**src/rtl/snake_mover.sv**
```systemverilog
// Snake body owner: advances one cell per game tick, applies turn/grow requests, freezes on stop.
// Optional SNAKE_SOLID_WALL_EN: board edges become solid and raise sticky hit_wall instead of wrapping.
module snake_mover #(
    parameter int TICK_DIV = 25000000,
    parameter int INIT_X   = 5,
    parameter int INIT_Y   = 10,
    parameter int INIT_LEN = 3
) (
    input  logic             clk,
    input  logic             rst_n,
    input  logic             start,
    input  logic [1:0]       dir_in,
    input  logic             dir_valid,
    input  logic             grow,
    input  logic             stop,
    output logic [15:0][9:0] snake,
    output logic [4:0]       length,
    output logic             step,
    output logic             running
`ifdef SNAKE_SOLID_WALL_EN
    ,
    output logic             hit_wall
`endif
);

    // state   | meaning
    // S_IDLE  | after reset, waiting for start
    // S_RUN   | tick counter running, snake moves every TICK_DIV cycles
    // S_STOP  | frozen by stop (or wall hit); only start leaves
    typedef enum logic [1:0] {S_IDLE, S_RUN, S_STOP} state_t;

    localparam int CW = (TICK_DIV > 2) ? $clog2(TICK_DIV) : 1;
    localparam logic [CW-1:0] TC = CW'(TICK_DIV - 1);
    localparam logic [1:0] DIR_UP = 2'b00, DIR_DOWN = 2'b01, DIR_LEFT = 2'b10, DIR_RIGHT = 2'b11;

`ifdef SNAKE_SOLID_WALL_EN
    localparam bit WALL = 1'b1;
`else
    localparam bit WALL = 1'b0;
`endif

    function automatic logic [15:0][9:0] init_seg();
        logic [15:0][9:0] r;
        for (int i = 0; i < 16; i++) begin
            r[i] = (i < INIT_LEN) ? {5'(INIT_Y), 5'(INIT_X - i)} : 10'h3FF;
        end
        return r;
    endfunction

    state_t        state, state_nx;
    logic [CW-1:0] cnt;
    logic [1:0]    cur_dir, pend_dir, new_dir;
    logic          pend_v, grow_p, grow_ok;
    logic          tick, do_init, do_step, do_hit, wrap;
    logic [4:0]    hx, hy, nx, ny;

    assign tick    = (cnt == TC);
    assign running = (state == S_RUN);
    assign grow_ok = grow_p && (length != 5'd16);

    // Turn resolution and next head; reversal of the current heading is discarded.
    always_comb begin
        new_dir = cur_dir;
        if (pend_v && (pend_dir != (cur_dir ^ 2'b01))) new_dir = pend_dir;
        hx   = snake[0][4:0];
        hy   = snake[0][9:5];
        nx   = hx;
        ny   = hy;
        wrap = 1'b0;
        case (new_dir)
            DIR_UP:   begin ny = hy - 5'd1; wrap = (hy == 5'd0);  end
            DIR_DOWN: begin ny = hy + 5'd1; wrap = (hy == 5'd31); end
            DIR_LEFT: begin nx = (hx == 5'd0) ? 5'd30 : hx - 5'd1; wrap = (hx == 5'd0); end
            default:  begin nx = (hx == 5'd30) ? 5'd0 : hx + 5'd1; wrap = (hx == 5'd30); end
        endcase
    end

    always_comb begin
        state_nx = state;
        do_init  = 1'b0;
        do_step  = 1'b0;
        do_hit   = 1'b0;
        case (state)
            S_IDLE: if (start) begin state_nx = S_RUN; do_init = 1'b1; end
            S_RUN: begin
                if (start) begin
                    do_init = 1'b1;
                end else if (stop) begin
                    state_nx = S_STOP;
                end else if (tick) begin
                    if (WALL && wrap) begin
                        do_hit   = 1'b1;
                        state_nx = S_STOP;
                    end else begin
                        do_step = 1'b1;
                    end
                end
            end
            S_STOP: if (start) begin state_nx = S_RUN; do_init = 1'b1; end
            default: state_nx = S_IDLE;
        endcase
    end

    always_ff @(posedge clk or negedge rst_n) begin
        if (!rst_n) state <= S_IDLE;
        else        state <= state_nx;
    end

    always_ff @(posedge clk or negedge rst_n) begin
        if (!rst_n) begin
            snake    <= init_seg();
            length   <= 5'(INIT_LEN);
            cur_dir  <= DIR_RIGHT;
            pend_dir <= DIR_RIGHT;
            pend_v   <= 1'b0;
            grow_p   <= 1'b0;
            cnt      <= '0;
            step     <= 1'b0;
        end else begin
            step <= do_step;
            if (do_init) begin
                snake    <= init_seg();
                length   <= 5'(INIT_LEN);
                cur_dir  <= DIR_RIGHT;
                pend_dir <= DIR_RIGHT;
                pend_v   <= 1'b0;
                grow_p   <= 1'b0;
                cnt      <= '0;
            end else if (state == S_RUN) begin
                if (state_nx == S_RUN) cnt <= tick ? '0 : cnt + 1'b1;
                else                   cnt <= '0;
                if (do_step || do_hit) begin
                    cur_dir <= new_dir;
                    pend_v  <= 1'b0;
                    grow_p  <= 1'b0;
                end
                if (do_step) begin
                    snake[0] <= {ny, nx};
                    // Growth extends the shift by one slot, duplicating the old tail.
                    for (int i = 1; i < 16; i++) begin
                        if ((5'(i) < length) || ((5'(i) == length) && grow_ok))
                            snake[i] <= snake[i-1];
                    end
                    if (grow_ok) length <= length + 5'd1;
                end
                // Requests in a step cycle land after the step clears, so they apply next time.
                if (dir_valid) begin
                    pend_dir <= dir_in;
                    pend_v   <= 1'b1;
                end
                if (grow) grow_p <= 1'b1;
            end
        end
    end

`ifdef SNAKE_SOLID_WALL_EN
    always_ff @(posedge clk or negedge rst_n) begin
        if (!rst_n)       hit_wall <= 1'b0;
        else if (do_init) hit_wall <= 1'b0;
        else if (do_hit)  hit_wall <= 1'b1;
    end
`endif

endmodule

```
**config.mk**
```make
export PLATFORM = sky130hd
export DESIGN_NAME = snake_mover
export DESIGN_NICKNAME = d
export VERILOG_FILES = /design/src/rtl/snake_mover.sv
export SDC_FILE = /design/constraint.sdc
export NUM_CORES = 1
export LEC_CHECK = 0
export ABC_CLOCK_PERIOD_IN_PS = 5500
export CORE_MARGIN = 5
export CORE_UTILIZATION = 30
export DETAILED_ROUTE_END_ITERATION = 12
export SLEW_MARGIN = 20
export SYNTH_ARGS = -nofsm -noshare
export SYNTH_HDL_FRONTEND = slang
export SYNTH_SLANG_ARGS = --single-unit
```
**constraint.sdc**
```tcl
create_clock -name clk -period 5.5 [get_ports clk]
set_input_delay 0.825 -clock clk [delete_from_list [all_inputs] [get_ports clk]]
set_output_delay 0.825 -clock clk [all_outputs]
set_load 0.05 [all_outputs]
```
==> Yosys cells after proc, flatten, opt, wreduce, memory -nomap -nowiden <==
Index checks and enable logic that the tools add are counted.
Widths: inputs -> output; s select.
{ "classes": {"muxes": 54, "div": 0, "n_reduce_logical": 82, "bitwise": 1, "n_addsub": 6, "eq_ne": 25, "multipliers": 0, "shifts": 0, "order_cmp": 15} }
{ "ops": {"columns": ["operator", "n"], "rows": [
  ["$mux 160", 3],
  ["$mux 10", 15],
  ["$mux 25", 4],
  ["$reduce_and 3->1", 18],
  ["$eq 4x5->1 const A", 8],
  ["$lt 4x5->1 const A", 8],
  ["$reduce_bool 2->1", 19],
  ["$mux 5", 6],
  ["$add 25x1->25 const B", 1],
  ["$eq 25x25->1 const B", 1],
  ["$eq 3x5->1 const A", 4],
  ["$lt 3x5->1 const A", 4],
  ["$mux 2", 10],
  ["$pmux 5 s2", 2],
  ["$logic_and 1x1->1", 17],
  ["$add 5x1->5 const B", 3],
  ["$logic_or 1x1->1", 15],
  ["$mux 1", 13],
  ["$eq 2x5->1 const A", 2],
  ["$lt 2x5->1 const A", 2],
  ["$sub 5x1->5 const B", 2],
  ["$reduce_bool 3->1", 3],
  ["$reduce_and 2->1", 4],
  ["$eq 2x1->1 const B", 3],
  ["other kinds (13)", 16]
]} }
{ "word_totals": {"latchBits": 0, "mem_count": 0, "word_cells": 208, "output_inout_bits": 167, "register_bits": 199, "mem_bits_ro": 0, "ramBits": 0, "in_bits": 8} }

==> Depth between registers and ports, before layout <==
Gate-level depths: netlist of run 1.
{ "logic_depth": {"word_depth": 10, "mapped_depth": 10, "ltp_nobuf": 9} }

==> Least setup slack after synthesis of run 1 <==
Ideal clock, no wire load.
{ "synth_timing": {"path_kind": "input-to-reg", "startpoint": "in start", "endpoint": "reg snake[100] in the netlist's numbering", "setup_time_ns": 0.077, "arrival_time_ns": 2.629, "slack_ns": 2.793, "path_buffers": 2, "t_required_ns": 5.423, "path_stages": 6, "path_cell_list": "clkbuf_1 > nor4b_1 > and4_1 > buf_2 > nand2_1 > mux2i_1"} }
{ "synth_via": {"elab_chain_cells": 4, "word_cells_on_any_way": 9, "cone_classes": "5 x mux; 4 x reduce/logical"} }
{ "synth_rtl": {"columns": ["element", "line_no", "source"], "rows": [
  ["from (decl)", "11", "input logic start,"],
  ["$mux 1", "86", "if (start) begin"],
  ["$mux 1", "83", "case (state)"],
  ["named net do_step", "54", "logic tick, do_init, do_step, do_hit, wrap;"],
  ["$reduce_bool 2->1 (no source line)", null, null],
  ["$reduce_and 3->1 (no source line)", null, null],
  ["to (signal assigned)", "111", "snake <= init_seg();"],
  ["to (signal assigned)", "122", "snake <= init_seg();"],
  ["to (signal, indexed assignment)", "142", "snake[i] <= snake[i-1];"],
  ["to (decl)", "16", "output logic [15:0][9:0] snake,"]
]} }
The timed path passes the listed nets, and every way through them passes these cells.
A chain may end at the register's enable or synchronous reset.

==> Worst setup path after layout of run 1 <==
{ "layout_timing": {"startpoint": "in stop", "endpoint": "reg snake[103] in the netlist's numbering"} }
{ "layout_via": {"elab_chain_cells": 5} }
{ "layout_rtl": {"columns": ["element", "line_no", "source"], "rows": [
  ["from (decl)", "15", "input logic stop,"],
  ["$mux 1", "88", "end else if (stop) begin"],
  ["$mux 1", "86", null],
  ["$mux 1", "83", null],
  ["$reduce_bool 2->1 (no source line)", null, null],
  ["$reduce_and 3->1 (no source line)", null, null]
]} }
No other way between the ends.

==> results.cfg, run 1 <==
[global_route]
overflow = 0
antenna_found_initial = 0
grt_max_degree = 103
grt_pass1_wl_um = 40100
grt_pass1_vias = 6833
grtUsageTotal_pct = 14.8

[setup_path]
start_kind = primary input
crit_type = in2reg
required_ns = 5.85
crit_arrival_ns = 3.73
critPathCaptureType = flip-flop
crit_fanout = 14

[final_layout]
n_antenna_cell = 0
syn_to_final_growth_pct = 29.9
layout.nets = 969
drive_gt1_share_pct = 22.8
fillerInstances = 2876

[synth]
synth_commonest_cells = dfstp_2, o22a_1, dfrtp_1, nand2_1, nor2_1
synth_edf_count = 0
ys_async_sr_fraction_pct = 100
synthesis.area_um2 = 9120
synth_warnings = 0
synth_flop_cell = dfstp_2
synth_fp_nets = 812
yosys.area.top_type = dfstp_2
syn_area_per_cell_um2 = 11.5
synthTopCellsByArea = dfstp_2, dfrtp_1, o22a_1, mux2i_1, nand2_1
synthMostInstantiatedCell = dfstp_2
synth_cells = 794
ys_ff_latch = 199
synth_seq_area_share_pct = 56.6
netlist.area_leader.share_pct = 42.4
ys_types = 65

[timing]
finalHoldViolCount = 0
rsz0062_at_grt = false
final.setup.tns_ns = 0
maxSlewViolCount = 0
setup_viol = 0
final.period_utilization_pct = 61.4
worst_pin_slew_ns = 1.06
min_period_ns = 3.37
max_freq_mhz = 296
skew_ns = 0.0129
slew_headroom_pct = 28.1
fin_hold_ws_ns = 0.479

[drt]
vias_per_cell = 5.26
drt-wirelength-per-cell_um = 19.0
wirelength_met1_um = 11700
drt_wl_total_um = 25600
met3WireLength_um = 1470
drt_iter0_markers = 476
dr.max_layer_used = met4
wl_met2_um = 11900
vias = 7114
post-route-drc-count = 0
dr.pass1.iters = 6
drtAntennaViolNets = 0

[status]
status = complete, no violations

[run]
max-cap-violations = 0

[clock_network]
insertion_delay_ns = 0.43
htreeDepth = 4
holdBufCountCts = 0
post_cts_buffers = 0
clockRootBuffer = clkbuf_16
cts_sinks = 199
clockBufferDepth = 2
cts_tree = done
cts_resized = 0
clk_pin_slew_ns = 0.07
numCtsBuffers = 17

[floorplan]
die_height_um = 184
initial_core_util_pct = 30.6
ioPinCount = 175
core_area_um2 = 29800
row_count = 63
die_w_um = 184
dieArea_um2 = 34000

[min_path]
hold_class = reg2reg

[place]
gp_congestion = 0.786
hpwl_um = 18500
io_buffer_count = 174

[pwr]
p_per_area_nw_per_um2 = 247
ir_worst_vdd_mv = 0.197
p_leak_nw = 4.53
-- flip-flops by register name, summed over array words and instances, names as in the netlist --
signal / flops
state: 2
cur_dir: 2
snake: 160
step: 1
cnt: 25
length: 5
pend_dir: 2
grow_p: 1
pend_v: 1
-- kinds of logic after synthesis --
| logic type | Yosys count | synth area share (%) |
|---|---|---|
| adders and majority gates | 10 | 1.37 |
| DFF | 199 | 56.6 |
| buffers and inverters | 72 | 3.09 |
| muxes | 28 | 3.10 |
| and+or+nand+nor | 216 | 13.0 |
| AOI/OAI and AO/OA | 265 | 22.5 |
| xor gates and xnor gates | 4 | 0.384 |
-- layer usage --
metal	vias up	global-route usage, %
li1	3317	-
met1	3557	20.6
met2	207	23.6
met3	33	3.14
met4	0	4.17
met5	-	0
-- per-stage QoR --
stage                     power, mW  util, %  area (um^2)  std cells  setup WS (ns)
after floorplan                1.62        -         9120        794           2.79
after global placement         1.71     37.8        11300       1322           1.72
final                          2.92     39.8        11800       1352           2.13
after detailed placement       1.71     37.8        11300       1322           1.66
after global routing           3.03     39.8        11800       1352           1.94
after CTS                      2.97     39.7        11800       1352           2.12
-- final timing paths --
kind | cells after the start | end | slack [ns] | startpoint
setup / recovery | 5 | snake[103] | 2.13 | stop
min in group asynchronous | 1 | length[3] | 0.50 | rst_n
hold / removal | 2 | snake[107] | 0.48 | snake[97]
max in group asynchronous | 2 | snake[44] | 3.99 | rst_n
setup reg to reg | 4 | snake[103] | 2.30 | state[0]
hold reg to reg | 2 | snake[107] | 0.48 | snake[97]
-- final cells by class --
cell class | instances | area (um^2) | share of cell area, %
tap | 390 | 488 | 4.12
clock inverter | 8 | 85.1 | 0.718
multi-input combinational | 523 | 3690 | 31.2
inverter | 29 | 109 | 0.919
sequential | 199 | 5160 | 43.6
timing repair buffer | 181 | 1810 | 15.3
clock buffer | 22 | 497 | 4.19
-- power by group --
part | switching (mW) | internal (mW) | leakage (nW)
Combinational | 0.131 | 0.0486 | 1.97
Sequential | 0.0192 | 1.48 | 2.27
Clock | 0.549 | 0.692 | 0.285
Total | 0.700 | 2.22 | 4.53
-- critical path: stages --
cell	delay, ns
clkdlybuf4s50_1	0.46
nor4b_1	0.89
and4_1	0.72
nand2_1	0.53
mux2i_1	0.29
-- cells in the final DEF, fill, tap and decap left out, types with 6 or more instances in the layout --
| cell | n |
|---|---|
| a211o_1 | 7 |
| a21boi_2 | 6 |
| a21o_1 | 8 |
| a21oi_1 | 26 |
| a21oi_2 | 7 |
| a22o_1 | 10 |
| a31oi_1 | 17 |
| buf_4 | 6 |
| clkbuf_16 | 19 |
| clkdlybuf4s50_1 | 173 |
| dfrtp_1 | 52 |
| dfstp_2 | 147 |
| ha_1 | 10 |
| inv_1 | 29 |
| mux2i_1 | 26 |
| nand2_1 | 49 |
| nand2b_1 | 14 |
| nand3_1 | 18 |
| nand4_1 | 12 |
| nor2_1 | 48 |
| nor3_1 | 13 |
| nor3_2 | 12 |
| nor3b_1 | 10 |
| o21ai_0 | 25 |
| o22a_1 | 114 |
| o31a_1 | 6 |
| or4_1 | 6 |
No activity file was read; power rests on OpenSTA's default activity.
==> run 2, diff against run 1 <==
--- a/config.mk
+++ b/config.mk
@@ -5,7 +5,7 @@
 export SDC_FILE = /design/constraint.sdc
 export NUM_CORES = 1
 export LEC_CHECK = 0
-export ABC_CLOCK_PERIOD_IN_PS = 5500
+export ABC_CLOCK_PERIOD_IN_PS = 3000
 export CORE_MARGIN = 5
 export CORE_UTILIZATION = 30
 export DETAILED_ROUTE_END_ITERATION = 12
==> constraint.sdc (replaced) <==
create_clock -name clk -period 3 [get_ports clk]
set_input_delay 0.45 -clock clk [delete_from_list [all_inputs] [get_ports clk]]
set_output_delay 0.45 -clock clk [all_outputs]
set_load 0.05 [all_outputs]
==> run 2 against run 1 <==
Worst hold slack got worse by 0.39 ns. Final area increased by 1.2%. First-iteration DRC count is 5.3% lower. Die area unchanged. Sequential share of layout area fell by 0.53 points. Count of clock-buffer cells in the layout is 4 lower. Utilization is 0.49 points higher. Sequential power up 83%. Flip-flop and latch count stayed put. Global-route usage increased by 0.35 points. Largest cell class unchanged. Highest routed layer unchanged.
==> results.cfg, run 2 (same netlist as run 1, synthesis figures left out) <==
[status]
status = complete, no violations

[place]
hpwl_um = 18700
gp_congestion = 0.773
dpl_worst_slack_ns = 0.331
place_area_um2 = 11400
io_buffer_count = 174

[setup_path]
crit_start = state[0]
required_ns = 2.55
crit_arrival_ns = 2.41
crit_type = reg2out
reg2reg_depth = 5
critPathCaptureType = output port
r2r_setup_slack_ns = 0.37
r2r-end = snake[136]
start_kind = flip-flop
cp-endpoint = running
r2r-start = cnt[15]
crit_fanout = 14

[pwr]
p_leak_nw = 4.61
intPower_mw = 4.05
p_sw_share_pct = 26.1
ir_worst_vdd_mv = 0.368
p_seq_share_pct = 50.2
power_frac_clock_pct = 43.4
combPwrFrac_pct = 6.4
p_per_area_nw_per_um2 = 457
power.net_switching_mw = 1.43

[drt]
post-route-drc-count = 0
vias_per_cell = 5.24
drt_iter0_markers = 451
drt_wl_total_um = 25900
drtAntennaViolNets = 0
drt-wirelength-per-cell_um = 19.0
vias = 7174
dr.pass1.iters = 5

[final_layout]
layout.nets = 983
drive_gt1_share_pct = 24.2
largest_register = snake
n_antenna_cell = 0
fin_area_um2 = 12000
largest_reg_flops = 160
syn_to_final_growth_pct = 31.5
reg.largest.list = snake x160, cnt x25, length x5
final_common_cell = clkdlybuf4s50_1
layout_common_cells = clkdlybuf4s50_1, dfstp_2, o22a_1

[global_route]
grtUsageTotal_pct = 15.2
grt_pass1_wl_um = 41300
antenna_found_initial = 0
grt_pass1_vias = 7115
overflow = 0
grt_max_degree = 85

[clock_network]
holdBufCountCts = 0
post_cts_buffers = 0
cts_tree = done
clockBufferDepth = 2
cts_sinks = 199
clockRootBuffer = clkbuf_16
insertion_delay_ns = 0.44
clk_pin_slew_ns = 0.07
numCtsBuffers = 17
cts_resized = 0
htreeDepth = 4

[floorplan]
initial_core_util_pct = 30.6
die_height_um = 184
row_count = 63
core_area_um2 = 29800
dieArea_um2 = 34000
ioPinCount = 175
die_w_um = 184

[timing]
final.period_utilization_pct = 95.2
skew_ns = 0.0160
final.setup.tns_ns = 0
layout_setup_ws_ns = 0.143
worst_pin_slew_ns = 0.713
rsz0062_at_grt = false
setup_viol = 0
maxSlewViolCount = 0
min_period_ns = 2.86
finalHoldViolCount = 0
slew_headroom_pct = 52.5
max_freq_mhz = 350

[run]
max-cap-violations = 0

[min_path]
hold_class = in2async
## run 2: worst max-delay path, stage by stage, from the launching register on
cell	delay (ns)
dfrtp_1	0.61
nor2b_1	0.43
clkdlybuf4s50_1	0.94
## run 2: final cells by class
| cell class | count | area (um^2) |
|---|---|---|
| flip-flops and latches | 199 | 5160 |
| repair buffers | 195 | 1930 |
| multi-input cells | 523 | 3690 |
| clock inverters | 14 | 179 |
| well taps | 390 | 488 |
| inverters | 29 | 109 |
| fillers | 2920 | 17800 |
| clock buffers | 18 | 439 |
## run 2: how the worst min path moves through the flow
| stage | startpoint | to | slack, ns | cells past startpoint |
|---|---|---|---|---|
| after floorplan | rst_n | cnt[0] | 0.15 | 0 |
| after global placement | cnt[14] | cnt[14] | 0.47 | 1 |
| after detailed placement | snake[98] | snake[108] | 0.48 | 2 |
| after CTS | rst_n | cnt[13] | 0.09 | 1 |
| after global routing | rst_n | cnt[14] | 0.11 | 1 |
| final | rst_n | cnt[14] | 0.09 | 1 |
## run 2: through the flow
stage	power, mW	hold slack [ns]	utilization, %	std cells
after floorplan	2.98	0.154	-	794
after global placement	3.14	0.465	38.2	1336
after detailed placement	3.15	0.479	38.2	1336
after CTS	5.55	0.0854	40.2	1368
after global routing	5.71	0.113	40.2	1368
final	5.48	0.0853	40.2	1368
## run 2: power by group through the flow
stage / Combinational [mW] / Sequential, mW / Clock, mW
after floorplan: 0.164 / 2.81 / 0
after global placement: 0.350 / 2.79 / 0
after detailed placement: 0.353 / 2.79 / 0
after CTS: 0.354 / 2.75 / 2.45
after global routing: 0.383 / 2.75 / 2.57
final: 0.350 / 2.75 / 2.38
## run 2: layer usage
metal,track usage [%],routed length (um),up-vias
met5,0,0,-
met4,4.20,390,0
met3,3.04,1270,23
met2,24.0,12200,169
met1,21.3,12100,3634
li1,-,-,3348
